$ cat src/rtl/sdram_avalon_bist_master_pkg.sv
`default_nettype none
// ============================================================================
// Module  : sdram_avalon_bist_master_pkg
// Purpose : Shared state encodings, pattern-select codes and checkerboard
//           constants for the SDRAM Avalon BIST traffic master.
// Revision: 1.0 - initial release
// ============================================================================
package sdram_avalon_bist_master_pkg;

  // Sequencer states; REQ/ACK/CMP triplets are the watchdog-guarded ones
  typedef enum logic [2:0] {
    S_IDLE   = 3'd0,
    S_WR_REQ = 3'd1,
    S_WR_ACK = 3'd2,
    S_WR_CMP = 3'd3,
    S_RD_REQ = 3'd4,
    S_RD_ACK = 3'd5,
    S_RD_CMP = 3'd6,
    S_FIN    = 3'd7
  } state_t;

  // Pattern-select codes
  localparam logic [1:0] c_pat_addr  = 2'd0;  // data = address
  localparam logic [1:0] c_pat_naddr = 2'd1;  // data = ~address
  localparam logic [1:0] c_pat_chk   = 2'd2;  // checkerboard by word parity
  localparam logic [1:0] c_pat_const = 2'd3;  // fixed constant word

  // Checkerboard words for even and odd word offsets
  localparam logic [31:0] c_chk_even = 32'hAAAA5555;
  localparam logic [31:0] c_chk_odd  = 32'h5555AAAA;

endpackage
`default_nettype wire

$ cat src/rtl/sdram_avalon_bist_master_bist_pattern_gen.sv
`default_nettype none
// ============================================================================
// Module  : bist_pattern_gen
// Purpose : Combinational pattern source; the same word is used as write
//           data and as the expected read data for a given word offset.
// Revision: 1.0 - initial release
// ============================================================================
module bist_pattern_gen
  import sdram_avalon_bist_master_pkg::*;
#(
  parameter int              ADDR_W    = 25,
  parameter int              DATA_W    = 32,
  parameter int              CNT_W     = 16,
  parameter logic [DATA_W-1:0] CONST_PAT = DATA_W'(32'hDEADBEEF)
) (
  input  logic [1:0]        pat_sel,
  input  logic [CNT_W-1:0]  idx,
  input  logic [ADDR_W-1:0] addr,
  output logic [DATA_W-1:0] data
);

  logic [DATA_W-1:0] w_addr_ext;

  // Absolute word address zero-extended (or truncated) to the data width
  assign w_addr_ext = DATA_W'(addr);

  // Select the pattern word for this offset/address
  always_comb begin
    data = '0;
    case (pat_sel)
      c_pat_addr:  data = w_addr_ext;
      c_pat_naddr: data = ~w_addr_ext;
      c_pat_chk:   data = idx[0] ? DATA_W'(c_chk_odd) : DATA_W'(c_chk_even);
      c_pat_const: data = CONST_PAT;
      default:     data = '0;
    endcase
  end

endmodule
`default_nettype wire

$ cat src/rtl/sdram_avalon_bist_master.sv
`default_nettype none
// ============================================================================
// Module  : sdram_avalon_bist_master
// Purpose : Write/read-back memory test master for the SDRAM controller's
//           local_* port. Writes a pattern over a word range, reads it back,
//           counts mismatches and guards every handshake with a watchdog.
// Revision: 1.0 - initial release
// ============================================================================
module sdram_avalon_bist_master
  import sdram_avalon_bist_master_pkg::*;
#(
  parameter int                ADDR_W    = 25,
  parameter int                DATA_W    = 32,
  parameter int                CNT_W     = 16,
  parameter int                TIMEOUT   = 4096,
  parameter logic [DATA_W-1:0] CONST_PAT = DATA_W'(32'hDEADBEEF)
) (
  input  logic              clk,
  input  logic              soft_rst,
  input  logic              start,
  input  logic [ADDR_W-1:0] base_addr,
  input  logic [CNT_W-1:0]  word_cnt,
  input  logic [1:0]        pat_sel,
  input  logic              local_ready,
  input  logic              local_rddatavalid,
  input  logic [DATA_W-1:0] local_rdata,
  output logic              local_write,
  output logic              local_read,
  output logic [ADDR_W-1:0] local_addr,
  output logic [DATA_W-1:0] local_wdata,
  output logic              busy,
  output logic              done,
  output logic              pass,
  output logic              timeout,
  output logic [CNT_W-1:0]  err_cnt,
  output logic [ADDR_W-1:0] first_err_addr
);

  localparam int WD_W = $clog2(TIMEOUT + 1);

  state_t            r_state;
  logic [CNT_W-1:0]  r_idx;
  logic [CNT_W-1:0]  r_cnt;
  logic [ADDR_W-1:0] r_base;
  logic [1:0]        r_pat;
  logic [WD_W-1:0]   r_wdog;

  logic              r_local_write;
  logic              r_local_read;
  logic [ADDR_W-1:0] r_local_addr;
  logic [DATA_W-1:0] r_local_wdata;
  logic              r_busy;
  logic              r_done;
  logic              r_pass;
  logic              r_timeout;
  logic [CNT_W-1:0]  r_err_cnt;
  logic [ADDR_W-1:0] r_first_err_addr;

  logic [ADDR_W-1:0] w_addr;
  logic [DATA_W-1:0] w_pat;
  logic [CNT_W-1:0]  w_idx_next;
  logic              w_last;
  logic              w_mismatch;
  logic              w_hs;
  logic              w_progress;
  logic              w_wdog_exp;

  // Current word address wraps naturally at 2^ADDR_W
  assign w_addr     = r_base + ADDR_W'(r_idx);
  assign w_idx_next = r_idx + 1'b1;
  assign w_last     = (w_idx_next == r_cnt);
  // Ready without valid data is a protocol error and counts as a mismatch
  assign w_mismatch = !local_rddatavalid || (local_rdata != w_pat);
  assign w_wdog_exp = (r_wdog == WD_W'(TIMEOUT - 1));

  bist_pattern_gen #(
    .ADDR_W    (ADDR_W),
    .DATA_W    (DATA_W),
    .CNT_W     (CNT_W),
    .CONST_PAT (CONST_PAT)
  ) u_pattern_gen (
    .pat_sel (r_pat),
    .idx     (r_idx),
    .addr    (w_addr),
    .data    (w_pat)
  );

  // Flag handshake states and whether the awaited slave condition is present
  always_comb begin
    w_hs       = 1'b1;
    w_progress = 1'b0;
    case (r_state)
      S_WR_REQ, S_RD_REQ, S_WR_CMP, S_RD_CMP: w_progress = local_ready;
      S_WR_ACK, S_RD_ACK:                     w_progress = !local_ready;
      default:                                w_hs       = 1'b0;
    endcase
  end

  // Test sequencer with registered command/status outputs and watchdog
  always_ff @(posedge clk or posedge soft_rst) begin
    if (soft_rst) begin
      r_state          <= S_IDLE;
      r_idx            <= '0;
      r_cnt            <= '0;
      r_base           <= '0;
      r_pat            <= '0;
      r_wdog           <= '0;
      r_local_write    <= 1'b0;
      r_local_read     <= 1'b0;
      r_local_addr     <= '0;
      r_local_wdata    <= '0;
      r_busy           <= 1'b0;
      r_done           <= 1'b0;
      r_pass           <= 1'b0;
      r_timeout        <= 1'b0;
      r_err_cnt        <= '0;
      r_first_err_addr <= '0;
    end else begin
      case (r_state)
        S_IDLE: begin
          if (start) begin
            r_done           <= 1'b0;
            r_pass           <= 1'b0;
            r_timeout        <= 1'b0;
            r_err_cnt        <= '0;
            r_first_err_addr <= '0;
            r_base           <= base_addr;
            r_cnt            <= word_cnt;
            r_pat            <= pat_sel;
            r_idx            <= '0;
            r_busy           <= 1'b1;
            r_state          <= (word_cnt == '0) ? S_FIN : S_WR_REQ;
          end
        end
        S_WR_REQ: begin
          if (local_ready) begin
            r_local_write <= 1'b1;
            r_local_addr  <= w_addr;
            r_local_wdata <= w_pat;
            r_state       <= S_WR_ACK;
          end
        end
        S_WR_ACK: begin
          // Ready high alone is no acceptance (refresh); hold until it falls
          if (!local_ready) begin
            r_local_write <= 1'b0;
            r_state       <= S_WR_CMP;
          end
        end
        S_WR_CMP: begin
          if (local_ready) begin
            if (w_last) begin
              r_idx   <= '0;
              r_state <= S_RD_REQ;
            end else begin
              r_idx   <= w_idx_next;
              r_state <= S_WR_REQ;
            end
          end
        end
        S_RD_REQ: begin
          if (local_ready) begin
            r_local_read <= 1'b1;
            r_local_addr <= w_addr;
            r_state      <= S_RD_ACK;
          end
        end
        S_RD_ACK: begin
          if (!local_ready) begin
            r_local_read <= 1'b0;
            r_state      <= S_RD_CMP;
          end
        end
        S_RD_CMP: begin
          if (local_ready) begin
            if (w_mismatch) begin
              if (r_err_cnt != '1) begin
                r_err_cnt <= r_err_cnt + 1'b1;
              end
              // Count never returns to zero once saturated, so zero means first
              if (r_err_cnt == '0) begin
                r_first_err_addr <= w_addr;
              end
            end
            if (w_last) begin
              r_idx   <= '0;
              r_state <= S_FIN;
            end else begin
              r_idx   <= w_idx_next;
              r_state <= S_RD_REQ;
            end
          end
        end
        S_FIN: begin
          r_busy  <= 1'b0;
          r_done  <= 1'b1;
          r_pass  <= (r_err_cnt == '0) && !r_timeout;
          r_state <= S_IDLE;
        end
        default: r_state <= S_IDLE;
      endcase

      // Watchdog: overrides the state update above when it expires
      if (w_hs && !w_progress) begin
        if (w_wdog_exp) begin
          r_timeout     <= 1'b1;
          r_local_write <= 1'b0;
          r_local_read  <= 1'b0;
          r_wdog        <= '0;
          r_state       <= S_FIN;
        end else begin
          r_wdog <= r_wdog + 1'b1;
        end
      end else begin
        r_wdog <= '0;
      end
    end
  end

  assign local_write    = r_local_write;
  assign local_read     = r_local_read;
  assign local_addr     = r_local_addr;
  assign local_wdata    = r_local_wdata;
  assign busy           = r_busy;
  assign done           = r_done;
  assign pass           = r_pass;
  assign timeout        = r_timeout;
  assign err_cnt        = r_err_cnt;
  assign first_err_addr = r_first_err_addr;

endmodule
`default_nettype wire

$ cat config.mk
export PLATFORM = sky130hd
export DESIGN_NAME = sdram_avalon_bist_master
export DESIGN_NICKNAME = d
export VERILOG_FILES = /design/src/rtl/sdram_avalon_bist_master_pkg.sv /design/src/rtl/sdram_avalon_bist_master_bist_pattern_gen.sv /design/src/rtl/sdram_avalon_bist_master.sv
export SDC_FILE = /design/constraint.sdc
export NUM_CORES = 1
export LEC_CHECK = 0
export ABC_AREA = 1
export BUFFER_PORTS_ARGS = -buffer_cell sky130_fd_sc_hd__buf_2
export CAP_MARGIN = 20
export CORE_MARGIN = 2
export CORE_UTILIZATION = 35
export DETAILED_ROUTE_END_ITERATION = 6
export SYNTH_ARGS = -nofsm -noshare
export SYNTH_HDL_FRONTEND = slang
export SYNTH_HIERARCHICAL = 1
export SYNTH_SLANG_ARGS = --single-unit
$ cat constraint.sdc
create_clock -name clk -period 6.2 [get_ports clk]
set_input_delay 0.31 -clock clk [delete_from_list [all_inputs] [get_ports clk]]
set_output_delay 0.31 -clock clk [all_outputs]
set_load 0.005 [all_outputs]
==> metrics.md <==
| Metric | Value |
|---|---|
| DR top layer | `met4` |
| Final worst path period share | `0.794` |
| CP most frequent cell | `nand2_1` |
| Insertion delay to the later sink of the worst-skew pair | `0.45 ns` |
| Max-cap violations | `0` |
| Unrepaired setup endpoints after global routing | `no` |
| Setup CP Type | `reg2reg` |
| CP Max Fanout | `43` |
| Worst path slowest cell | `nand2_1` |
| Wire per inst | `16.5 um` |
| Sequential element share of the synthesized area | `0.415` |
| Power density cells | `428 nW/um^2` |
| Metal-1 WL | `15.8 mm` |
| Met2 WL post-DR | `15.5 mm` |
| Post-CTS resize count | `0` |
| Slew margin rel. | `0.385` |
| H-tree level count | `4` |
| CTS Buffer Depth | `2` |
| Overall via count from detail_route | `10,345` |
| Drt initial violations | `797` |
| Largest stage delay on the critical path | `0.60 ns` |
| Largest net degree at the start of global routing | `69` |
| Post-synthesis cell type count | `47` |
| Reg power frac | `0.335` |
| Clock share of power | `0.211` |
| Routed met3 length | `1.84 mm` |
| GR Overflow Total | `0` |
| Std-Cell Rows | `64` |
| Syn-to-layout area delta | `16.9%` |
| Final setup fails | `0` |
| CP Buf/Inv Count | `3` |
| Postcts setup bufs | `0` |
| First-pass GRT wire length | `54.2 mm` |
| Port-buffer cells | `183` |
| First-pass DRT Iterations | `5` |
| Crit-path cells | `ha_1, a21oi_1, o21ai_0, a21oi_1, nand3_1, nand2_1, xor2_1, inv_1, nand3b_1, nand3_1, inv_1, o221ai_1, nor3_1, nand2_1, nor2_1, nand3_1, nand3_1, nand2_1, buf_4, nand2_1, nand2_1, nand2_1` |
| Commonest non-fill, non-tap cell in the layout | `nand2_1` |
| Fin crit period | `4.92 ns` |
| Net Count, Synth | `1,589` |
| Final Max Slew Viols | `0` |
| Fin nets | `1,749` |
| Initial Util | `0.354` |
| YS warnings | `6` |
| CTS Sinks | `179` |
| Worst-margin pin slew | `0.919 ns` |
| Seq cells post-synth | `179` |
| Vias in the first global route | `9,848` |
| Status | `complete, no violations` |
| Die Ht | `180 um` |
| Vias per Instance | `5.03` |
| Internal | `0.00292 W` |
| GRT Total Usage | `0.211` |
| Switching part of the total | `0.459` |
| Mapped cell area | `10,800 um^2` |
| Total wire length | `34.0 mm` |
| Gp weighted congestion | `0.923` |
| Fillers | `3,210` |
| Clock slew seen by the registers of the worst setup and hold paths | `0.08 ns` |
| Final setup TNS | `0 ns` |
| Hold crit path type | `in2reg` |
| # hold bufs at CTS | `1` |
| CP Launch Type | `flip-flop` |
| IO Pins | `184` |
| Crit. End Element | `flip-flop` |
| Mean Syn Cell Area | `7.26 um^2` |
| Core area | `30,500 um^2` |
| Required @ worst endpoint | `6.53 ns` |
| Cts bufs inserted | `17` |
| Most frequent cells in the layout | `nand2_1 (527), buf_2 (183), dfrtp_1 (179)` |
| Setup Skew | `0.0136 ns` |
| Die area | `32,300 um^2` |
| Final hold viol count | `0` |
| CTS tree | `done` |
| Pleak | `6.62 nW` |
| Antenna Nets Post-Route | `0` |
| # DRC | `0` |
| Finished Cell Area | `12,600 um^2` |
| Achievable Freq | `203 MHz` |
| Cell Area, Placed | `12,000 um^2` |
| HPWL Detailed | `25.7 mm` |
| Synth Instances | `1,488` |
| Switching Power | `0.00248 W` |
| CTS root buf | `clkbuf_16` |
| Initial antenna violation count | `1` |
| Critical Path AT | `5.25 ns` |
| Die X | `180 um` |
| Crit-path leading delay family | `simple AND/OR/NAND/NOR gates` |
| Comb pwr share | `0.455` |
| Layout cells sized above 1 | `0.168` |
| Maximum VDD drop | `0.174 mV` |
==> final timing paths <==
kind	start	end	slack (ns)	depth (start not counted)
max	r_idx[12]	first_err_addr[11]	1.28	22
min	base_addr[11]	r_base[11]	0.06	3
max reg2reg	r_idx[12]	first_err_addr[11]	1.28	22
min reg2reg	first_err_addr[8]	first_err_addr[8]	0.47	2
max in group asynchronous	soft_rst	err_cnt[1]	4.38	4
min in group asynchronous	soft_rst	local_addr[11]	0.52	3
==> registers in the layout, summed over array words and instances, names as in the netlist, 13 cells and up <==
name,flops
err_cnt,16
first_err_addr,25
local_addr,25
local_wdata,32
r_base,25
r_cnt,16
r_idx,16
r_wdog,13
==> worst register-to-register path, delay by kind of cell (launching register included) <==
kind / cells / cell delay [ns]
DFF: 1 / 0.44
xor gates and xnor gates: 1 / 0.55
AOI/OAI and AO/OA: 4 / 0.96
buffers and inverters: 3 / 0.59
and+or+nand+nor: 13 / 1.86
adders and majority gates: 1 / 0.40
==> logic make-up after synthesis <==
logic type / after synthesis / synth area share
AO/OA/AOI/OAI: 136 / 0.0764
XOR/XNOR: 49 / 0.0397
adder cells (fa/ha/maj): 21 / 0.0250
buffers and inverters: 203 / 0.0783
flip-flops: 179 / 0.415
AND/OR/NAND/NOR: 900 / 0.366
==> cells in the mapped netlist, drive strengths merged <==
cell    number  share of area
a211oi       1        0.00070
a21boi       2         0.0014
a21o         3         0.0021
a21oi       24          0.011
a22o         1        0.00081
a31oi        1        0.00058
and2         3         0.0017
and3         1        0.00058
buf         24          0.016
clkbuf      27         0.0094
dfrtp      179           0.41
fa           1         0.0019
ha          20          0.023
inv        152          0.053
nand2      534           0.19
nand3      139          0.070
nand3b      28          0.019
nand4       23          0.013
nor2       129          0.050
nor3        23          0.011
nor3b        3         0.0021
nor4        14         0.0081
o21a         3         0.0021
o21ai       80          0.039
o221ai       2         0.0016
o22ai       17          0.016
o31ai        1        0.00070
o41ai        1        0.00081
or2          3         0.0017
xnor2       12         0.0097
xor2        37          0.030
==> power by group through the flow <==
stage                     clock [W]  combinational [W]  sequential [W]
after floorplan                   0            0.00170         0.00175
after global placement            0            0.00242         0.00182
after CTS                   0.00116            0.00245         0.00181
after global routing        0.00121            0.00274         0.00185
after detailed placement          0            0.00243         0.00183
final                       0.00114            0.00245         0.00181
==> layer usage <==
metal / vias to the layer above / global-route usage
met5: - / 0
met1: 4855 / 0.292
met3: 53 / 0.0326
met4: 0 / 0.0670
li1: 5091 / -
met2: 346 / 0.340
==> layout make-up <==
type	instances	area, um^2	share of cell area
Sequential cell	179	4480	0.355
Tap cell	396	495	0.0393
Inverter	152	576	0.0456
Multi-Input combinational cell	1106	5470	0.434
Timing Repair Buffer	192	986	0.0781
Clock inverter	15	185	0.0147
Clock buffer	17	425	0.0337
Antenna cell	1	2.50	0.000198
==> stage by stage <==
step / cells / hold slack (ns) / util / total power [W] / setup slack (ns)
final: 2058 / 0.0597 / 0.414 / 0.00540 / 1.28
after global placement: 2024 / 0.451 / 0.393 / 0.00424 / 1.38
after floorplan: 1488 / 0.420 / - / 0.00345 / 1.03
after CTS: 2057 / 0.0552 / 0.414 / 0.00542 / 1.33
after detailed placement: 2024 / 0.454 / 0.393 / 0.00426 / 1.36
after global routing: 2057 / 0.0616 / 0.414 / 0.00581 / 0.854
No activity file was read; power rests on OpenSTA's default activity.
